===== config.mk =====
export PLATFORM = sky130hd
export DESIGN_NAME = cci_mpf_csr_mmio_responder
export DESIGN_NICKNAME = d
export VERILOG_FILES = /design/src/rtl/cci_mpf_csr_mmio_responder.sv
export SDC_FILE = /design/constraint.sdc
export NUM_CORES = 1
export LEC_CHECK = 0
export CAP_MARGIN = 25
export CORE_UTILIZATION = 43
export DETAILED_ROUTE_END_ITERATION = 8
export GPL_ROUTABILITY_DRIVEN = 0
export MAX_ROUTING_LAYER = met4
export PLACE_DENSITY = 0.72
export SLEW_MARGIN = 40
export SYNTH_ARGS = -nofsm -noshare
export SYNTH_HDL_FRONTEND = slang
export SYNTH_SLANG_ARGS = --single-unit
export TNS_END_PERCENT = 5

===== constraint.sdc =====
create_clock -name clk -period 17.1 [get_ports clk]
set_clock_uncertainty 0.2 [all_clocks]
set_input_delay 4.275 -clock clk [delete_from_list [all_inputs] [get_ports clk]]
set_output_delay 4.275 -clock clk [all_outputs]
set_load 0.02 [all_outputs]

===== src/rtl/cci_mpf_csr_mmio_responder.sv =====
// MPF CSR manager: decodes host MMIO writes into VTP configuration, counts VTP
// events, and answers host MMIO reads with a fixed two-stage pipeline.
module cci_mpf_csr_mmio_responder #(
    parameter logic [15:0] CSR_BASE_DW = 16'h0000,
    parameter logic [63:0] DFH_VALUE   = 64'h0,
    parameter logic [63:0] UUID_LO     = 64'h0,
    parameter logic [63:0] UUID_HI     = 64'h0,
    parameter int unsigned CL_ADDR_W   = 42,
    parameter int unsigned CTR_W       = 48
) (
    input  logic                 clk,
    input  logic                 reset,
    input  logic                 mmio_wr_valid,
    input  logic [15:0]          mmio_wr_addr,
    input  logic [63:0]          mmio_wr_data,
    input  logic                 mmio_rd_valid,
    input  logic [15:0]          mmio_rd_addr,
    input  logic [8:0]           mmio_rd_tid,
    output logic                 mmio_rsp_valid,
    output logic [8:0]           mmio_rsp_tid,
    output logic [63:0]          mmio_rsp_data,
    output logic [1:0]           vtp_mode,
    output logic [CL_ADDR_W-1:0] vtp_pt_base,
    output logic                 vtp_pt_base_valid,
    input  logic                 ev_4kb_hit,
    input  logic                 ev_4kb_miss,
    input  logic                 ev_2mb_hit,
    input  logic                 ev_2mb_miss,
    input  logic                 ev_pt_walk_busy,
    input  logic [63:0]          wro_num_writes,
    input  logic [63:0]          wro_num_reads,
    input  logic [63:0]          wro_num_wr_conflicts,
    input  logic [63:0]          wro_num_rd_conflicts
);

    localparam int unsigned N_CTR = 5;
    localparam int unsigned IDX_W = 4;

    localparam logic [IDX_W-1:0] IDX_VTP_MODE  = 4'd3;
    localparam logic [IDX_W-1:0] IDX_PT_BASE   = 4'd4;
    localparam logic [IDX_W-1:0] IDX_CTR_CLEAR = 4'd5;

    logic             wr_hit_c;
    logic [IDX_W-1:0] wr_idx_c;
    logic             rd_hit_c;
    logic             ctr_clr_c;
    logic [N_CTR-1:0] ev_c;
    logic [63:0]      rd_data_c;
    logic             unused_wr_data;

    logic [CTR_W-1:0] ctr [N_CTR];

    logic             rd_v1;
    logic [8:0]       rd_tid1;
    logic [IDX_W-1:0] rd_idx1;
    logic             rd_hit1;

    // Window decode: 64-bit registers live at even DWORD addresses only.
    assign wr_hit_c  = mmio_wr_valid && (mmio_wr_addr[15:5] == CSR_BASE_DW[15:5]) && !mmio_wr_addr[0];
    assign wr_idx_c  = mmio_wr_addr[4:1];
    assign rd_hit_c  = (mmio_rd_addr[15:5] == CSR_BASE_DW[15:5]) && !mmio_rd_addr[0];
    assign ctr_clr_c = wr_hit_c && (wr_idx_c == IDX_CTR_CLEAR) && mmio_wr_data[0];
    assign ev_c      = {ev_pt_walk_busy, ev_2mb_miss, ev_2mb_hit, ev_4kb_miss, ev_4kb_hit};

    assign unused_wr_data = ^mmio_wr_data[63:CL_ADDR_W];

    always_ff @(posedge clk or posedge reset) begin
        if (reset) begin
            vtp_mode          <= 2'b00;
            vtp_pt_base       <= '0;
            vtp_pt_base_valid <= 1'b0;
        end else begin
            vtp_mode[1] <= wr_hit_c && (wr_idx_c == IDX_VTP_MODE) && mmio_wr_data[1];
            if (wr_hit_c && (wr_idx_c == IDX_VTP_MODE)) begin
                vtp_mode[0] <= mmio_wr_data[0];
            end
            if (wr_hit_c && (wr_idx_c == IDX_PT_BASE)) begin
                vtp_pt_base       <= mmio_wr_data[CL_ADDR_W-1:0];
                vtp_pt_base_valid <= 1'b1;
            end
        end
    end

    // Event counters; a clear in the same cycle as an event wins.
    always_ff @(posedge clk or posedge reset) begin
        if (reset) begin
            for (int i = 0; i < N_CTR; i++) begin
                ctr[i] <= '0;
            end
        end else begin
            for (int i = 0; i < N_CTR; i++) begin
                if (ctr_clr_c) begin
                    ctr[i] <= '0;
                end else if (ev_c[i]) begin
                    ctr[i] <= ctr[i] + CTR_W'(1);
                end
            end
        end
    end

    // Read stage 1: capture request.
    always_ff @(posedge clk or posedge reset) begin
        if (reset) begin
            rd_v1   <= 1'b0;
            rd_tid1 <= '0;
            rd_idx1 <= '0;
            rd_hit1 <= 1'b0;
        end else begin
            rd_v1   <= mmio_rd_valid;
            rd_tid1 <= mmio_rd_tid;
            rd_idx1 <= mmio_rd_addr[4:1];
            rd_hit1 <= rd_hit_c;
        end
    end

    // Read mux sees register state already updated by writes/events of the request cycle.
    always_comb begin
        rd_data_c = '0;
        if (rd_hit1) begin
            case (rd_idx1)
                4'd0:    rd_data_c = DFH_VALUE;
                4'd1:    rd_data_c = UUID_LO;
                4'd2:    rd_data_c = UUID_HI;
                4'd3:    rd_data_c = 64'(vtp_mode[0]);
                4'd4:    rd_data_c = 64'(vtp_pt_base);
                4'd6:    rd_data_c = 64'(ctr[0]);
                4'd7:    rd_data_c = 64'(ctr[1]);
                4'd8:    rd_data_c = 64'(ctr[2]);
                4'd9:    rd_data_c = 64'(ctr[3]);
                4'd10:   rd_data_c = 64'(ctr[4]);
                4'd11:   rd_data_c = wro_num_writes;
                4'd12:   rd_data_c = wro_num_reads;
                4'd13:   rd_data_c = wro_num_wr_conflicts;
                4'd14:   rd_data_c = wro_num_rd_conflicts;
                default: rd_data_c = '0;
            endcase
        end
    end

    // Read stage 2: response register.
    always_ff @(posedge clk or posedge reset) begin
        if (reset) begin
            mmio_rsp_valid <= 1'b0;
            mmio_rsp_tid   <= '0;
            mmio_rsp_data  <= '0;
        end else begin
            mmio_rsp_valid <= rd_v1;
            mmio_rsp_tid   <= rd_tid1;
            mmio_rsp_data  <= rd_data_c;
        end
    end

endmodule


==> metrics.txt, run 1 <==
metal3 WL=7.63 mm; Starting Density=0.441; routed via count=18700; CTS max path bufs=3; outcome=finished clean; Worst R2R End=mmio_rsp_data[22]$_DFF_PP0_; global-route usage over all layers=0.358; r2r startpoint=rd_idx1[0]$_DFF_PP0_; pin count of the biggest net entering global routing=196; most frequent cells in the layout=466 x clkdlybuf4s50_1, 374 x dfrtp_1, 211 x nor2_1; sequential share of the synthesized area=0.489; Netlist cell types=54; count of final max-slew check failures=0; CP Max Fanout=13; RSZ-0062 raised after global routing=no; total power=2.24 mW; post-CTS resize count=0; critical path class=input pin to flip-flop; xor and xnor area share after synthesis=0.0796; multi-input logic area=0.00928 mm²; Final Hold Vio Count=0; Min-Delay Path Class=flip-flop to flip-flop; via count of the first global-routing pass=18100; hold_ws=0.147 ns; Reg power frac=0.445; hpwl dp=57.7 mm; FF/Latch Area=0.00936 mm²; compound-cell area share of the yosys netlist=0.164; routed length per instance=26.5 µm; total gr overflow=0; M1 WL=28.6 mm; Mapped Area=0.0191 mm²; Post-synth EDFFs=0; post-synthesis mux area share=0.0284; IO buf count=466; clock-pin slew on the worst setup and hold paths=0.06 ns; Mapped Nets=2311; Final period util=0.400; relative slew slack=0.435; Syn-to-layout area delta=35.7%; Internal=1.65 mW; vias per cell=6.25; most common cell after layout, fill and taps aside=clkdlybuf4s50_1; final setup violation count=0; Mapped Cells=1936; clock network power share=0.441; layout cell share with drive strength beyond 1=0.0803; sw frac=0.263; CP Capture Type=flip-flop; post-CTS setup buffers=0; post-synthesis simple-gate area fraction=0.202; hold buffers post-CTS=0; global-route wire length before repair=115 mm; Die Ht=213 µm; Worst Tran Pin Value=0.847 ns; Setup crit end=ctr[184]$_DFFE_PP0P_; MaxCap Viol Count=0; clk_lat worst skew=0.59 ns; DR iter-0 viols=2095; DIE WIDTH=213 µm; minimum clock period=6.84 ns; CTS tree=done; root buffer cell=clkbuf_16; Crit path required time=17.41 ns; total CTS buffers=44; Worst IR Drop VDD=0.0000602 V; leakage=10.6 nW; Comb pwr share=0.114; Clock Sink Count=374; Psw=0.589 mW; Mean Syn Cell Area=9.89 µm²; fin nets=2721; DR WL met2=36.7 mm; Async SR Flop Fraction=1.00; Hold Crit Depth=0; Post-route DRC=0; row cnt=76; CP Launch Point=ev_4kb_miss; Synth Area in Adders=0.00327; Reg2Reg Depth=6; hold_sp=rd_tid1[7]$_DFF_PP0_; Fmax=0.146 GHz; Power Density=86.4 mW/mm²; Antenna Nets Post-Route=0; initial antenna violation count=15; reg-to-reg slack, setup=13.44 ns; CP Launch Type=input pin; DRT Wirelength=79.1 mm; Core ar.=0.0435 mm²; number of synthesized register bits=374; io pins=489; max layer used=met4; ys flop type=dfrtp_1; Critical Path AT=7.15 ns; fillers=3635; setup TNS=0 ns; die area=0.0454 mm²; Detailed Routing Iterations Pass 1=7; CTS H-tree depth=2; largest family of logic cells by synthesized area=simple AND/OR/NAND/NOR gates; yosys warns=0
==> cell families (layout without fill, tap and decap cells) <==
logic type,Yosys count,in the layout
AOI/OAI and AO/OA,452,452
xor gates and xnor gates,174,174
adders and majority gates,5,5
buffers and inverters,155,599
DFF,374,374
muxes,49,49
other,0,17
and+or+nand+nor,727,727
==> flip-flops by register name, indices dropped and copies added, names as in the netlist <==
name and cells:
ctr 240, mmio_rsp_data 64, vtp_pt_base 42, mmio_rsp_tid 9
rd_tid1 9, rd_idx1 4, vtp_mode 2, mmio_rsp_valid 1
rd_hit1 1, rd_v1 1, vtp_pt_base_valid 1
==> routing by layer <==
metal | track usage | up-vias
li1 | - | 8120
met1 | 0.412 | 9157
met2 | 0.559 | 1152
met3 | 0.0705 | 222
met4 | 0.256 | 0
met5 | - | -
==> worst min path at each step <==
stage,to
finish,mmio_rsp_tid[7]$_DFF_PP0_
global route,mmio_rsp_tid[1]$_DFF_PP0_
CTS,mmio_rsp_tid[7]$_DFF_PP0_
detailed placement,mmio_rsp_tid[7]$_DFF_PP0_
global placement,mmio_rsp_tid[7]$_DFF_PP0_
floorplan,mmio_rsp_tid[0]$_DFF_PP0_
==> layout make-up <==
| class | count | area share |
|---|---|---|
| inverters | 24 | 0.00395 |
| well taps | 585 | 0.0282 |
| multi-input cells | 1407 | 0.357 |
| repair buffers | 495 | 0.191 |
| flip-flops and latches | 374 | 0.360 |
| clock buffers | 61 | 0.0487 |
| diodes | 17 | 0.00164 |
| clock inverters | 19 | 0.00910 |
==> power groups by stage <==
| stage | sequential [mW] | clock [mW] | combinational [mW] |
|---|---|---|---|
| after floorplan | 0.988 | 0 | 0.124 |
| final | 0.999 | 0.989 | 0.255 |
| after global placement | 1.01 | 0 | 0.245 |
| after global routing | 1.00 | 1.03 | 0.278 |
| after detailed placement | 1.01 | 0 | 0.254 |
| after CTS | 0.997 | 0.996 | 0.256 |
==> per-stage QoR <==
stage	std cells	cell area (µm²)	util	setup WS, ns
CTS	2964	25900	0.596	10.34
global route	2980	26000	0.598	10.15
finish	2982	26000	0.598	10.26
floorplan	1936	19100	-	2.24
detailed placement	2884	24400	0.562	9.73
global placement	2883	24400	0.561	9.52
==> critical path, cell delays in order <==
cell and delay, ns:
clkdlybuf4s50_1 0.58, and3_2 0.26, nand4_1 0.48, or3_1 0.81, or4_1 0.60, a21oi_1 0.15
==> synth_stat cells, types with 29 or more instances <==
cell type  number  area (µm²)
nand2_1       114         428
a22oi_1       189        1420
nor2_1        211         792
a221oi_1       53         464
dfrtp_1       374        9360
o21ai_0        46         230
a31oi_1        48         300
and3_1         29         181
clkbuf_1       93         349
xnor2_1        49         429
xor2_1        125        1090
nand4_1       106         663
mux2_2         43         484
nand3_1        83         415
a21oi_1        75         375
or3_1          41         257
No activity file was read; power rests on OpenSTA's default activity.
==> inputs of run 2 (changes only) <==
==> constraint.sdc (replaced) <==
create_clock -name clk -period 6.7 [get_ports clk]
set_clock_uncertainty 0.2 [all_clocks]
set_input_delay 1.675 -clock clk [delete_from_list [all_inputs] [get_ports clk]]
set_output_delay 1.675 -clock clk [all_outputs]
set_load 0.02 [all_outputs]
==> metrics.txt, run 2 (same netlist as run 1, synthesis figures left out) <==
relative slew slack=0.367; CTS H-tree depth=2; most frequent cells in the layout=466 x clkdlybuf4s50_1, 374 x dfrtp_1, 211 x nor2_1; pin count of the biggest net entering global routing=142; total power=5.55 mW; Syn-to-layout area delta=35.1%; Fmax=0.234 GHz; Critical Path AT=4.57 ns; total gr overflow=0; placed cells=2886; minimum clock period=4.28 ns; DR iter-0 viols=2214; critical path class=input pin to flip-flop; fin cells=2980; reg-to-reg slack, setup=3.31 ns; routed length per instance=26.6 µm; die area=0.0454 mm²; biggest regs=ctr x240, mmio_rsp_data x64, vtp_pt_base x42; hold buffers post-CTS=0; Core ar.=0.0435 mm²; post-CTS setup buffers=0; IO buf count=466; DIE WIDTH=213 µm; CTS max path bufs=3; leakage=10.5 nW; routed via count=18700; Power Density=215 mW/mm²; Starting Density=0.441; Min-Delay Path Class=flip-flop to flip-flop; DRT Wirelength=79.2 mm; count of final max-slew check failures=0; final worst setup slack=2.42 ns; total CTS buffers=43; Largest register FFs=240; MaxCap Viol Count=0; row cnt=76; clock-pin slew on the worst setup and hold paths=0.06 ns; CP Max Fanout=13; final setup violation count=0; io pins=489; vias per cell=6.27; Die Ht=213 µm; clk_lat worst skew=0.58 ns; Final Hold Vio Count=0; via count of the first global-routing pass=18200; hpwl dp=58.1 mm; Final period util=0.639; fin nets=2722; global-route usage over all layers=0.359; fin util=0.595; hold_ws=0.148 ns; CP Launch Type=input pin; CTS tree=done; CP Capture Type=flip-flop; Crit path largest cell delay=0.66 ns; pre-CTS setup slack=1.91 ns; layout cell share with drive strength beyond 1=0.0788; Worst Tran Pin Value=0.949 ns; RSZ-0062 raised after global routing=no; Top reg by flops=ctr; Antenna Nets Post-Route=0; outcome=finished clean; post-CTS resize count=0; root buffer cell=clkbuf_16; most common cell after layout, fill and taps aside=clkdlybuf4s50_1; CP max stage cell=or4_1; Post-route DRC=0; Clock Sink Count=374; Worst IR Drop VDD=0.000166 V; worst-path cell chain=clkdlybuf4s50_1 -> nand3_1 -> nor4_4 -> nand4_1 -> or4_1 -> a21oi_1; Crit path required time=6.99 ns; Detailed Routing Iterations Pass 1=7; initial antenna violation count=21; global-route wire length before repair=115 mm
## run 2: cell types whose count changed in the layout (fill, tap and decap cells not counted), sizes merged
cell	previous run	this run
bufinv	5	2
buf	29	31
diode	17	21
clkbuf	61	59
clkinvlp	2	4
clkinv	10	8
inv	26	23
## run 2: worst paths after layout
| kind | cells after the start | start | end |
|---|---|---|---|
| min | 0 | rd_v1$_DFF_PP0_ | mmio_rsp_valid$_DFF_PP0_ |
| min in group asynchronous | 2 | reset | rd_tid1[7]$_DFF_PP0_ |
| max reg2reg | 6 | rd_idx1[3]$_DFF_PP0_ | mmio_rsp_data[38]$_DFF_PP0_ |
| max | 6 | ev_2mb_miss | ctr[95]$_DFFE_PP0P_ |
| max in group asynchronous | 4 | reset | ctr[115]$_DFFE_PP0P_ |
| min reg2reg | 0 | rd_v1$_DFF_PP0_ | mmio_rsp_valid$_DFF_PP0_ |
## run 2: area by class of cell
cell class | instances | area, µm²
fill | 3657 | 17600
sequential | 374 | 9360
multi-input combinational | 1407 | 9290
timing repair buffer | 497 | 4970
clock buffer | 59 | 1250
tap | 585 | 732
clock inverter | 13 | 126
inverter | 24 | 93.8
antenna | 21 | 52.6
## run 2: worst max-delay path: cells and delay by family
family / cells / cell delay, ns
buffers and inverters: 1 / 0.60
AO/OA/AOI/OAI: 1 / 0.15
AND/OR/NAND/NOR: 4 / 2.13
## run 2: through the flow
| stage | TNS (ns) | instance area, µm² |
|---|---|---|
| after floorplan | -73.72 | 19100 |
| after global placement | 0 | 24400 |
| after detailed placement | 0 | 24400 |
| after CTS | 0 | 25800 |
| after global routing | 0 | 25900 |
| final | 0 | 25900 |
## run 2: metal layers
| layer | part of all wire | vias up | global-route usage |
|---|---|---|---|
| met3 | 0.10 | 221 | 0.0794 |
| met1 | 0.36 | 9194 | 0.412 |
| met2 | 0.47 | 1150 | 0.558 |
| met4 | 0.072 | 0 | 0.254 |
| met5 | 0 | - | - |
| li1 | - | 8111 | - |
## run 2: where the power goes
part | internal, mW | leakage [nW] | switching, mW | total [mW]
clock network | 1.37 | 0.673 | 0.982 | 2.35
logic | 0.340 | 4.79 | 0.312 | 0.652
registers | 2.37 | 5.08 | 0.175 | 2.55
==> inputs of run 3 (changes only) <==
--- a/config.mk
+++ b/config.mk
@@ -10,7 +10,7 @@
 export DETAILED_ROUTE_END_ITERATION = 8
 export GPL_ROUTABILITY_DRIVEN = 0
 export MAX_ROUTING_LAYER = met4
-export PLACE_DENSITY = 0.72
+export PLACE_DENSITY = 0.74
 export SLEW_MARGIN = 40
 export SYNTH_ARGS = -nofsm -noshare
 export SYNTH_HDL_FRONTEND = slang
==> constraint.sdc (replaced) <==
create_clock -name clk -period 3.6 [get_ports clk]
set_clock_uncertainty 0.2 [all_clocks]
set_input_delay 0.9 -clock clk [delete_from_list [all_inputs] [get_ports clk]]
set_output_delay 0.9 -clock clk [all_outputs]
set_load 0.02 [all_outputs]
==> metrics.txt, run 3 (same netlist as run 1, synthesis figures left out) <==
CP Capture Type=flip-flop; DIE WIDTH=213 µm; DR iter-0 viols=2299; most frequent cells in the layout=466 x clkdlybuf4s50_1, 374 x dfrtp_1, 211 x nor2_1; routed length per instance=27.0 µm; clock-pin slew on the worst setup and hold paths=0.06 ns; Die Ht=213 µm; critical path class=input pin to flip-flop; pin count of the biggest net entering global routing=87; Comb pwr share=0.118; final instance area=0.0263 mm²; Psw=2.80 mW; fillers=3674; total CTS buffers=41; Worst Tran Pin Value=0.795 ns; Final Hold Vio Count=0; MaxCap Viol Count=0; IO buf count=466; hpwl dp=60.6 mm; leakage=10.8 nW; total gr overflow=0; Fmax=0.335 GHz; Internal=7.76 mW; DRT Wirelength=81.4 mm; CTS max path bufs=3; hold buffers post-CTS=0; total power=10.6 mW; global-route usage over all layers=0.365; critical path's top delay family=simple AND/OR/NAND/NOR gates; Syn-to-layout area delta=37.6%; buffers and inverters on the worst path=1; Cell Area, Placed=0.0249 mm²; Critical Path AT=3.29 ns; Clock Sink Count=374; Detailed Routing Iterations Pass 1=8; initial antenna violation count=14; relative slew slack=0.470; Reg power frac=0.451; post-CTS setup buffers=0; CTS tree=done; Largest register FFs=240; fin nets=2761; sw frac=0.265; FF/Latch Area=0.00936 mm²; vias per cell=6.32; multi-input logic area=0.00927 mm²; Min-Delay Path Class=flip-flop to flip-flop; CP Max Fanout=13; root buffer cell=clkbuf_16; die area=0.0454 mm²; io pins=489; clock network power share=0.432; minimum clock period=2.99 ns; biggest regs=ctr x240, mmio_rsp_data x64, vtp_pt_base x42; global-route wire length before repair=117 mm; hold_ws=0.147 ns; most common cell after layout, fill and taps aside=clkdlybuf4s50_1; Post-route DRC=0; CP Launch Type=input pin; clk_lat worst skew=0.58 ns; post-CTS resize count=0; row cnt=76; routed via count=19100; Worst IR Drop VDD=0.000305 V; worst-path cell chain=clkdlybuf4s50_1 -> and3_2 -> nand4_1 -> or3_1 -> or4_1 -> a21oi_1; final setup violation count=0; outcome=finished clean; Final period util=0.830; CTS H-tree depth=2; Crit path largest cell delay=0.65 ns; CP max stage cell=or3_1; setup TNS=0 ns; Crit path required time=3.90 ns; Starting Density=0.441; RSZ-0062 raised after global routing=no; Top reg by flops=ctr; Power Density=401 mW/mm²; layout cell share with drive strength beyond 1=0.0959; count of final max-slew check failures=0; via count of the first global-routing pass=18300; Core ar.=0.0435 mm²; Antenna Nets Post-Route=0; fin util=0.606
## run 3: cell types whose count changed in the layout (fill, tap and decap cells not counted), moves of 2 or more
cell       change
nor4_2         -2
buf_12        +12
bufinv_16      +3
buf_4         +31
diode_2        -5
inv_6          +3
nor4_1         +2
clkbuf_16      -2
clkbuf_1       -2
## run 3: metrics by stage
stage,setup WS (ns),instances
2_1_floorplan,-2.52,1936
3_3_place_gp,0.0827,2928
3_5_place_dp,0.0529,2928
4_1_cts,0.646,3004
5_1_grt,0.480,3018
6_report,0.611,3020
## run 3: worst paths after layout
| check | from | to | slack [ns] | cells past startpoint |
|---|---|---|---|---|
| max | ev_4kb_miss | ctr[184]$_DFFE_PP0P_ | 0.61 | 6 |
| min | rd_tid1[0]$_DFF_PP0_ | mmio_rsp_tid[0]$_DFF_PP0_ | 0.15 | 0 |
| max reg2reg | rd_idx1[0]$_DFF_PP0_ | mmio_rsp_data[31]$_DFF_PP0_ | 0.65 | 5 |
| min reg2reg | rd_tid1[0]$_DFF_PP0_ | mmio_rsp_tid[0]$_DFF_PP0_ | 0.15 | 0 |
| max in group asynchronous | reset | vtp_pt_base[11]$_DFFE_PP0P_ | 1.80 | 4 |
| min in group asynchronous | reset | vtp_pt_base[41]$_DFFE_PP0P_ | 0.56 | 3 |
## run 3: final cells by class
class / instances / area share
tap: 585 / 0.0278
sequential: 374 / 0.355
multi-input combinational: 1407 / 0.352
antenna: 16 / 0.00152
clock inverter: 21 / 0.00969
clock buffer: 55 / 0.0452
timing repair buffer: 538 / 0.205
inverter: 24 / 0.00356
## run 3: power groups by stage
stage                     sequential, mW  clock (mW)  combinational, mW
after floorplan                     4.69           0              0.591
after global placement              4.80           0               1.19
after detailed placement            4.81           0               1.23
after CTS                           4.74        4.59               1.24
after global routing                4.77        4.77               1.35
final                               4.76        4.56               1.24
## run 3: layer usage
layer,up-vias,share of wire,GRT usage
met4,0,0.080,0.264
met3,283,0.10,0.0756
li1,8190,-,-
met5,-,0,-
met2,1284,0.46,0.560
met1,9340,0.36,0.427
